### config.mk
export PLATFORM = sky130hd
export DESIGN_NAME = if_id_stage
export DESIGN_NICKNAME = d
export VERILOG_FILES = /design/src/rtl/if_id_stage.sv
export SDC_FILE = /design/constraint.sdc
export NUM_CORES = 1
export LEC_CHECK = 0
export CAP_MARGIN = 0
export CORE_MARGIN = 2
export CORE_UTILIZATION = 25
export DETAILED_ROUTE_END_ITERATION = 10
export MAX_ROUTING_LAYER = met4
export PLACE_DENSITY = 0.56
export REMOVE_ABC_BUFFERS = 1
export SYNTH_ARGS = -nofsm -noshare
export SYNTH_HDL_FRONTEND = slang
export SYNTH_SLANG_ARGS = --single-unit
### constraint.sdc
create_clock -name i_clk -period 1.46 [get_ports i_clk]
set_clock_uncertainty 0.2 [all_clocks]
set_input_delay 0.219 -clock i_clk [delete_from_list [all_inputs] [get_ports i_clk]]
set_output_delay 0.219 -clock i_clk [all_outputs]
set_load 0.05 [all_outputs]
### src/rtl/if_id_stage.sv
// IF/ID pipeline register with valid/ready handshake, hazard stall and
// branch flush. A flushed or empty stage presents NOP_INSTR.
// Optional feature macro: IF_ID_SKID_EN -- adds a one-entry skid buffer so
// o_ready is a registered "skid empty" flag instead of a combinational path
// from i_ready/i_stall/i_flush.
module if_id_stage #(
  parameter int               NBITS     = 32,
  parameter logic [NBITS-1:0] NOP_INSTR = '0
) (
  input  logic             i_clk,
  input  logic             i_rst,
  input  logic             i_valid,
  output logic             o_ready,
  input  logic [NBITS-1:0] i_pc,
  input  logic [NBITS-1:0] i_instruction,
  input  logic             i_stall,
  input  logic             i_flush,
  output logic             o_valid,
  input  logic             i_ready,
  output logic [NBITS-1:0] o_pc,
  output logic [NBITS-1:0] o_instruction
);

  logic up_xfer;
  logic dn_xfer;

  // A stall blocks the downstream side even when the consumer is ready.
  assign dn_xfer = o_valid && i_ready && !i_stall;
  assign up_xfer = i_valid && o_ready;

`ifdef IF_ID_SKID_EN
  logic             skid_vld;
  logic [NBITS-1:0] skid_pc;
  logic [NBITS-1:0] skid_instr;

  // Ready depends only on local state, which cuts the ready path. Words
  // accepted during a stall land in the skid entry rather than being lost.
  assign o_ready = !skid_vld;

  // Output register refills from the skid first to preserve order; a new
  // word goes to the skid only when the output is full and not draining.
  always_ff @(posedge i_clk) begin
    if (i_rst) begin
      o_valid       <= 1'b0;
      o_pc          <= '0;
      o_instruction <= NOP_INSTR;
      skid_vld      <= 1'b0;
      skid_pc       <= '0;
      skid_instr    <= '0;
    end else if (i_flush) begin
      o_valid       <= 1'b0;
      o_instruction <= NOP_INSTR;
      skid_vld      <= 1'b0;
    end else if (!o_valid || dn_xfer) begin
      if (skid_vld) begin
        o_valid       <= 1'b1;
        o_pc          <= skid_pc;
        o_instruction <= skid_instr;
        skid_vld      <= 1'b0;
      end else if (up_xfer) begin
        o_valid       <= 1'b1;
        o_pc          <= i_pc;
        o_instruction <= i_instruction;
      end else begin
        o_valid       <= 1'b0;
        o_instruction <= NOP_INSTR;
      end
    end else if (up_xfer) begin
      skid_vld   <= 1'b1;
      skid_pc    <= i_pc;
      skid_instr <= i_instruction;
    end
  end
`else
  // Accept only when the output slot is empty or draining this cycle.
  assign o_ready = !i_stall && !i_flush && (!o_valid || i_ready);

  // Single output register; o_pc keeps its last value when the stage empties.
  always_ff @(posedge i_clk) begin
    if (i_rst) begin
      o_valid       <= 1'b0;
      o_pc          <= '0;
      o_instruction <= NOP_INSTR;
    end else if (i_flush) begin
      o_valid       <= 1'b0;
      o_instruction <= NOP_INSTR;
    end else if (up_xfer) begin
      o_valid       <= 1'b1;
      o_pc          <= i_pc;
      o_instruction <= i_instruction;
    end else if (dn_xfer) begin
      o_valid       <= 1'b0;
      o_instruction <= NOP_INSTR;
    end
  end
`endif

endmodule
==> metrics.csv, run 1 <==
stage;metric;value;unit
timing;Finish-stage setup viols;66;
floorplanning;# rows;36;
cts;CTS tree;yes;
placed_design;Post-Place Cells;486;
synthesis;area leader, netlist;dfxtp_1;
drt;Initial DRT Pass Iterations;4;
synthesis;post-synth design cell area;2520;um^2
timing;Final Hold Vio Count;0;
pwr;clock share of power;40.6;%
critical_path;CP endpoint kind;register;
run;Max Cap Viol;0;
drt;M1 WL;3.122;mm
cts;Clk pin slew, worst setup/hold paths;0.08;ns
synthesis;leading post-synthesis cells by cell area;dfxtp_1 (52%), nand2b_1 (16%), mux2i_1 (13%), a22o_1 (11%), buf_6 (2.7%);
critical_path;Critical Path AT;1.70;ns
timing;Max Slew Vio Count;0;
drt;Vias/cell;4.222;
synthesis;number of synthesized flops with an enable pin;0;
critical_path;WP buf/inv;4;
timing;setup slack after layout;-0.1604;ns
floorplanning;Die ar.;10900;um^2
final_layout;Synth-to-Final Area Change;106.7;%
critical_path;slowest stage delay, CP;0.33;ns
pwr;register share of total power;40.7;%
placed_design;GP Congestion;0.6855;
synthesis;register bit count reported by yosys;65;
critical_path;required time worst endpoint;1.54;ns
synthesis;library cells used by synthesis;18;
drt;Vias;2166;
global_route;total grt overflow;0;
drt;DR iter-0 viols;62;
critical_path;Startpoint Class;register;
placed_design;HPWL after DPL;5.000;mm
drt;WL/cell;14.53;um
pwr;switching pwr;1.143;mW
placed_design;DP Area;4763;um^2
timing;fin crit share;111.0;%
pwr;sw frac;24.77;%
timing;WHS;0.2168;ns
critical_path;Slowest cell on crit path;dfxtp_2;
floorplanning;Die W;104.4;um
floorplanning;Die Y;104.4;um
pwr;Internal;3.472;mW
drt;top routing layer in use;met4;
global_route;pin count of the biggest net entering global routing;33;
floorplanning;core area;9774;um^2
pwr;Pwr Density;886.0;nW/um^2
synthesis;cells after synthesis;222;
critical_path;most frequent CP cell;buf_6;
floorplanning;I/O Pins;136;
final_layout;Nets;445;
critical_path;CP cell instances;nor2b_4, buf_6, buf_4, nor4_4, buf_6, clkbuf_16, a22o_1;
synthesis;Seq/Total Area, Yosys;51.64;%
synthesis;Avg Inst Size Synth;11.35;um^2
timing;Worst slew margin;83.38;%
critical_path;cell family with most CP delay;buffers and inverters;
cts;cts hold-fix bufs;0;
placed_design;port bufs;135;
final_layout;Final Non-Filler Cells;513;
synthesis;prevailing post-synth register cell;dfxtp_1;
global_route;initial antenna violation count;0;
final_layout;Post-Layout Inst Area;5209;um^2
timing;unrepaired setup endpoints after global routing;true;
synthesis;Synth top area share;51.64;%
pwr;Comb power frac;18.7;%
cts;CTS Buffer Depth;2;
drt;met3 WL;889;um
pwr;Leak Pwr;2.001;nW
run_status;failing checks;negative setup slack;
cts;H-tree levels;3;
timing;Slew @ Worst Pin;0.2489;ns
synthesis;synth cell count leaders;dfxtp_1 (65), nand2b_1 (65), a22o_1 (32), mux2i_1 (32), clkbuf_1 (7);
run_status;status;complete, but fails checks;
cts;Clock Sinks;65;
final_layout;antenna cells;0;
timing;Max Clock Freq;0.6171;GHz
drt;met2 WL;3.364;mm
synthesis;Post-synth ARST share;0;%
drt;DRT antenna net count;0;
final_layout;share of post-route cells with drive strength above 1;28.95;%
cts;Worst-Skew Late Latency;0.34;ns
drt;DR DRC count;0;
global_route;All-Layer GR Usage;13.86;%
global_route;first-pass GRT wire length;11.50;mm
global_route;vias in the first global route;2255;
timing;Tmin final;1.620;ns
hold_path;Worst Hold Class;primary input to register;
critical_path;worst setup path class;register to register;
critical_path;critical path peak fanout;8;
drt;drt total wl;7.455;mm
cts;clock root buffer;clkbuf_8;
synthesis;Ys Warns;0;
cts;Num CTS Buffers;9;
pwr;peak supply drop;0.3832;mV
floorplanning;Initial Util;25.78;%
-- sequential cells by signal (all words and copies together), names as in the netlist --
register and cells:
o_pc 32, o_instruction 32, o_valid 1
-- logic make-up (layout without fill, tap and decap cells) --
logic type | count (synthesis) | after routing | share of synthesized area, %
AOI/OAI and AO/OA | 35 | 35 | 11.87
muxes | 33 | 33 | 13.16
DFF | 65 | 65 | 51.64
buffers and inverters | 18 | 176 | 4.618
and+or+nand+nor | 71 | 71 | 18.72
-- worst reg2reg max path, cell delays in order (launching register included) --
cell	delay (ns)
dfxtp_2	0.33
nor2b_4	0.12
buf_6	0.12
buf_4	0.13
nor4_4	0.21
buf_6	0.18
clkbuf_16	0.16
a22o_1	0.12
-- layout make-up --
cell class | instances | area [um^2]
clock inverter | 6 | 115.1
fill | 851 | 4566
timing repair buffer | 158 | 2371
sequential | 65 | 1303
clock buffer | 10 | 127.6
multi-input combinational | 139 | 1119
inverter | 2 | 7.507
tap | 133 | 166.4
-- power groups by stage --
stage               Clock [mW]  Sequential, mW  Combinational, mW
floorplan                    0            2.07              0.145
global placement             0            1.92              0.821
detailed placement           0            1.92              0.825
CTS                       1.93            1.88              0.850
global route              2.01            1.89              0.905
finish                    1.87            1.88              0.861
-- path summary, 6_finish.rpt --
check	start	to	slack, ns	depth (start not counted)
worst max-delay path	o_valid	o_instruction[22]	-0.16	7
worst min-delay path	i_stall	o_valid	0.22	4
worst max register to register	o_valid	o_instruction[22]	-0.16	7
worst min register to register	o_pc[31]	o_pc[31]	0.31	2
-- repair_timing --
action                     CTS  global route
resized for setup            7             4
gates cloned                 2             4
buffers inserted             4             1
setup endpoints to repair   65            66
-- per-layer routing --
layer	track usage, %	vias to the layer above
li1	-	1074
met1	16.18	983
met2	19.75	104
met3	7.957	5
met4	4.923	0
met5	-	-
-- cells in the final DEF (no fill, tap or decap), drive strengths merged, types with 2 or more instances in the layout --
master	netlist	routed
buf	9	86
clkdlybuf4s50	0	66
nand2b	65	65
dfxtp	65	65
mux2i	32	32
a22o	32	32
clkbuf	7	13
bufinv	0	3
inv	2	3
dlygate4sd2	0	2
a21oi	2	2
-- metrics by stage --
stage,setup WS (ns),TNS (ns),power [mW],util [%]
floorplan,-1.322,-80.06,2.215,-
global placement,-0.4155,-26.06,2.741,48.73
detailed placement,-0.4869,-27.85,2.746,48.73
CTS,-0.1946,-9.085,4.662,52.15
global route,-0.2528,-14.43,4.804,53.29
finish,-0.1604,-8.757,4.615,53.29
Power figures use the tool's default switching activity.
==> inputs of run 2 (changes only) <==
--- a/config.mk
+++ b/config.mk
@@ -7,10 +7,11 @@
 export LEC_CHECK = 0
 export CAP_MARGIN = 0
 export CORE_MARGIN = 2
-export CORE_UTILIZATION = 25
+export CORE_UTILIZATION = 31
+export CTS_CLUSTER_SIZE = 8
 export DETAILED_ROUTE_END_ITERATION = 10
 export MAX_ROUTING_LAYER = met4
-export PLACE_DENSITY = 0.56
+export PLACE_DENSITY = 0.69
 export REMOVE_ABC_BUFFERS = 1
 export SYNTH_ARGS = -nofsm -noshare
 export SYNTH_HDL_FRONTEND = slang
==> run 2 against run 1 <==
  * Critical path type is now register to output pin
  * Worst setup slack lost 0.094 ns
  * The run still ends with negative setup slack left
  * Core utilization grew 13 points
  * Highest routed layer unchanged
  * Power shrank 1.1%
  * Register-to-register slack lost 0.05 ns
  * Flip-flop and latch count is the same
  * Non-clock buffer count grew 3
  * Largest power group unchanged
==> metrics.csv, run 2 (synthesis gave the netlist of run 1 again) <==
stage;metric;value;unit
final_layout;antenna cells;0;
final_layout;commonest non-fill, non-tap cells in the layout;buf_12 (72), nand2b_1 (65), clkdlybuf4s50_1 (65);
floorplanning;I/O Pins;136;
timing;Final Hold Vio Count;0;
global_route;total grt overflow;0;
final_layout;Synth-to-Final Area Change;104.5;%
run;Max Cap Viol;0;
global_route;first-pass GRT wire length;11.71;mm
placed_design;port bufs;135;
timing;Max Slew Vio Count;0;
hold_path;Hold Path Depth;3;
drt;Vias/cell;4.596;
cts;Num CTS Buffers;9;
drt;DR DRC count;0;
final_layout;share of post-route cells with drive strength above 1;29.50;%
cts;clock root buffer;clkbuf_8;
timing;fin crit share;117.4;%
final_layout;Filler Cell Count;555;
drt;DR iter-0 viols;39;
pwr;switching pwr;1.098;mW
floorplanning;Die W;94.16;um
critical_path;Startpoint Class;register;
global_route;pin count of the biggest net entering global routing;40;
pwr;peak supply drop;0.6923;mV
global_route;vias in the first global route;2409;
cts;Worst-Skew Late Latency;0.33;ns
timing;Worst slew margin;82.13;%
pwr;Leak Pwr;1.998;nW
timing;Max Clock Freq;0.5834;GHz
floorplanning;Die Y;94.16;um
cts;H-tree levels;3;
cts;Clk pin slew, worst setup/hold paths;0.08;ns
pwr;register share of total power;41.2;%
drt;DRT antenna net count;0;
critical_path;critical path peak fanout;2;
final_layout;Nets;448;
run_status;failing checks;negative setup slack;
critical_path;Critical Path AT;1.30;ns
pwr;Pwr Density;885.8;nW/um^2
cts;CTS tree;yes;
floorplanning;# rows;32;
critical_path;CP endpoint kind;output pin;
cts;cts hold-fix bufs;0;
floorplanning;core area;7807;um^2
critical_path;R2R depth;6;
pwr;Internal;3.466;mW
floorplanning;Die ar.;8866;um^2
timing;total negative setup slack;-10.90;ns
run_status;status;complete, but fails checks;
critical_path;reg2reg setup slack;-0.21;ns
global_route;All-Layer GR Usage;18.06;%
hold_path;Worst Hold Class;primary input to register;
timing;Finish-stage setup viols;66;
drt;Initial DRT Pass Iterations;4;
hold_path;WHS Endpoint;o_pc[1];
final_layout;commonest non-fill, non-tap cell in the layout;buf_12;
placed_design;Post-Place Cells;456;
pwr;Comb power frac;19.0;%
placed_design;GP Congestion;0.7150;
hold_path;Hold Startpoint;i_pc[1];
cts;Clock Sinks;65;
timing;Tmin final;1.714;ns
critical_path;CP cell instances;nor2b_4, buf_4, nor3_4, buf_6, buf_12;
pwr;clock share of power;39.7;%
cts;CTS Buffer Depth;2;
drt;Vias;2229;
timing;unrepaired setup endpoints after global routing;true;
critical_path;slowest stage delay, CP;0.32;ns
critical_path;reg2reg end;o_pc[31];
drt;WL/cell;15.55;um
pwr;sw frac;24.07;%
floorplanning;Initial Util;32.28;%
critical_path;r2r startpoint;o_valid;
final_layout;Final Non-Filler Cells;485;
final_layout;biggest regs;o_instruction x32, o_pc x32, o_valid x1;
critical_path;worst setup path class;register to output pin;
global_route;initial antenna violation count;0;
timing;Slew @ Worst Pin;0.2681;ns
placed_design;HPWL after DPL;5.076;mm
timing;setup slack after layout;-0.2541;ns
drt;drt total wl;7.541;mm
timing;WHS;0.2470;ns
critical_path;required time worst endpoint;1.04;ns
critical_path;Slowest cell on crit path;dfxtp_2;
-- run 2: cell types whose count changed in the layout (fill, tap and decap cells not counted), sizes merged --
cell and change:
clkinv +1, buf +5, dlymetal6s2s -1, clkinvlp -1
inv -1, clkbuf -1, dlygate4sd2 +2, clkdlybuf4s50 -1
-- run 2: repair_timing --
item	4_1_cts	5_1_grt
setup buffers	9	1
resized for setup	15	9
cloned	5	1
setup endpoints to repair	65	66
pin swaps	3	2
-- run 2: layer usage --
metal  wire (um)  track usage, %  vias up
met2        3556           28.10      106
met1        3093           20.49     1033
li1            -               -     1079
met4         144           8.213        0
met3         747           7.143       11
met5           0               -        -
-- run 2: how the worst max path moves through the flow --
stage                       start           endpoint  slack (ns)  cells after the start
after detailed placement  i_ready            o_pc[7]       -0.48                      5
after global placement      i_rst  o_instruction[27]       -0.42                      5
after CTS                 o_valid            o_ready       -0.28                      5
after floorplan           o_valid            o_pc[0]       -1.32                      3
final                     o_valid            o_ready       -0.25                      5
after global routing      o_valid            o_ready       -0.32                      5
-- run 2: power by group through the flow --
| stage | clock network, mW | logic [mW] | registers (mW) |
|---|---|---|---|
| floorplan | 0 | 0.145 | 2.07 |
| global placement | 0 | 0.803 | 1.92 |
| detailed placement | 0 | 0.815 | 1.92 |
| CTS | 1.85 | 0.878 | 1.88 |
| global route | 1.95 | 0.912 | 1.89 |
| finish | 1.81 | 0.869 | 1.88 |
-- run 2: cell type report --
| class | instances | area [um^2] | share of cell area (%) |
|---|---|---|---|
| Clock inverter | 5 | 103.9 | 2.016 |
| Timing Repair Buffer | 161 | 2350 | 45.60 |
| Tap cell | 102 | 127.6 | 2.477 |
| Sequential cell | 65 | 1303 | 25.28 |
| Multi-Input combinational cell | 139 | 1130 | 21.93 |
| Inverter | 2 | 7.507 | 0.1457 |
| Clock buffer | 11 | 131.4 | 2.550 |
-- run 2: stage by stage --
stage                     setup slack [ns]  total power [mW]  instance area [um^2]  utilization, %
after floorplan                     -1.322             2.215                  2411               -
after global placement             -0.4167             2.723                  4695           60.13
after detailed placement           -0.4801             2.736                  4695           60.13
after CTS                          -0.2840             4.613                  5156           66.04
after global routing               -0.3150             4.749                  5152           65.99
final                              -0.2541             4.564                  5152           65.99
-- run 2: worst max-delay path, delay by kind of cell, from the launching register on --
| family | cells | cell delay [ns] |
|---|---|---|
| buf+inv | 3 | 0.39 |
| flops | 1 | 0.32 |
| simple gates | 2 | 0.24 |
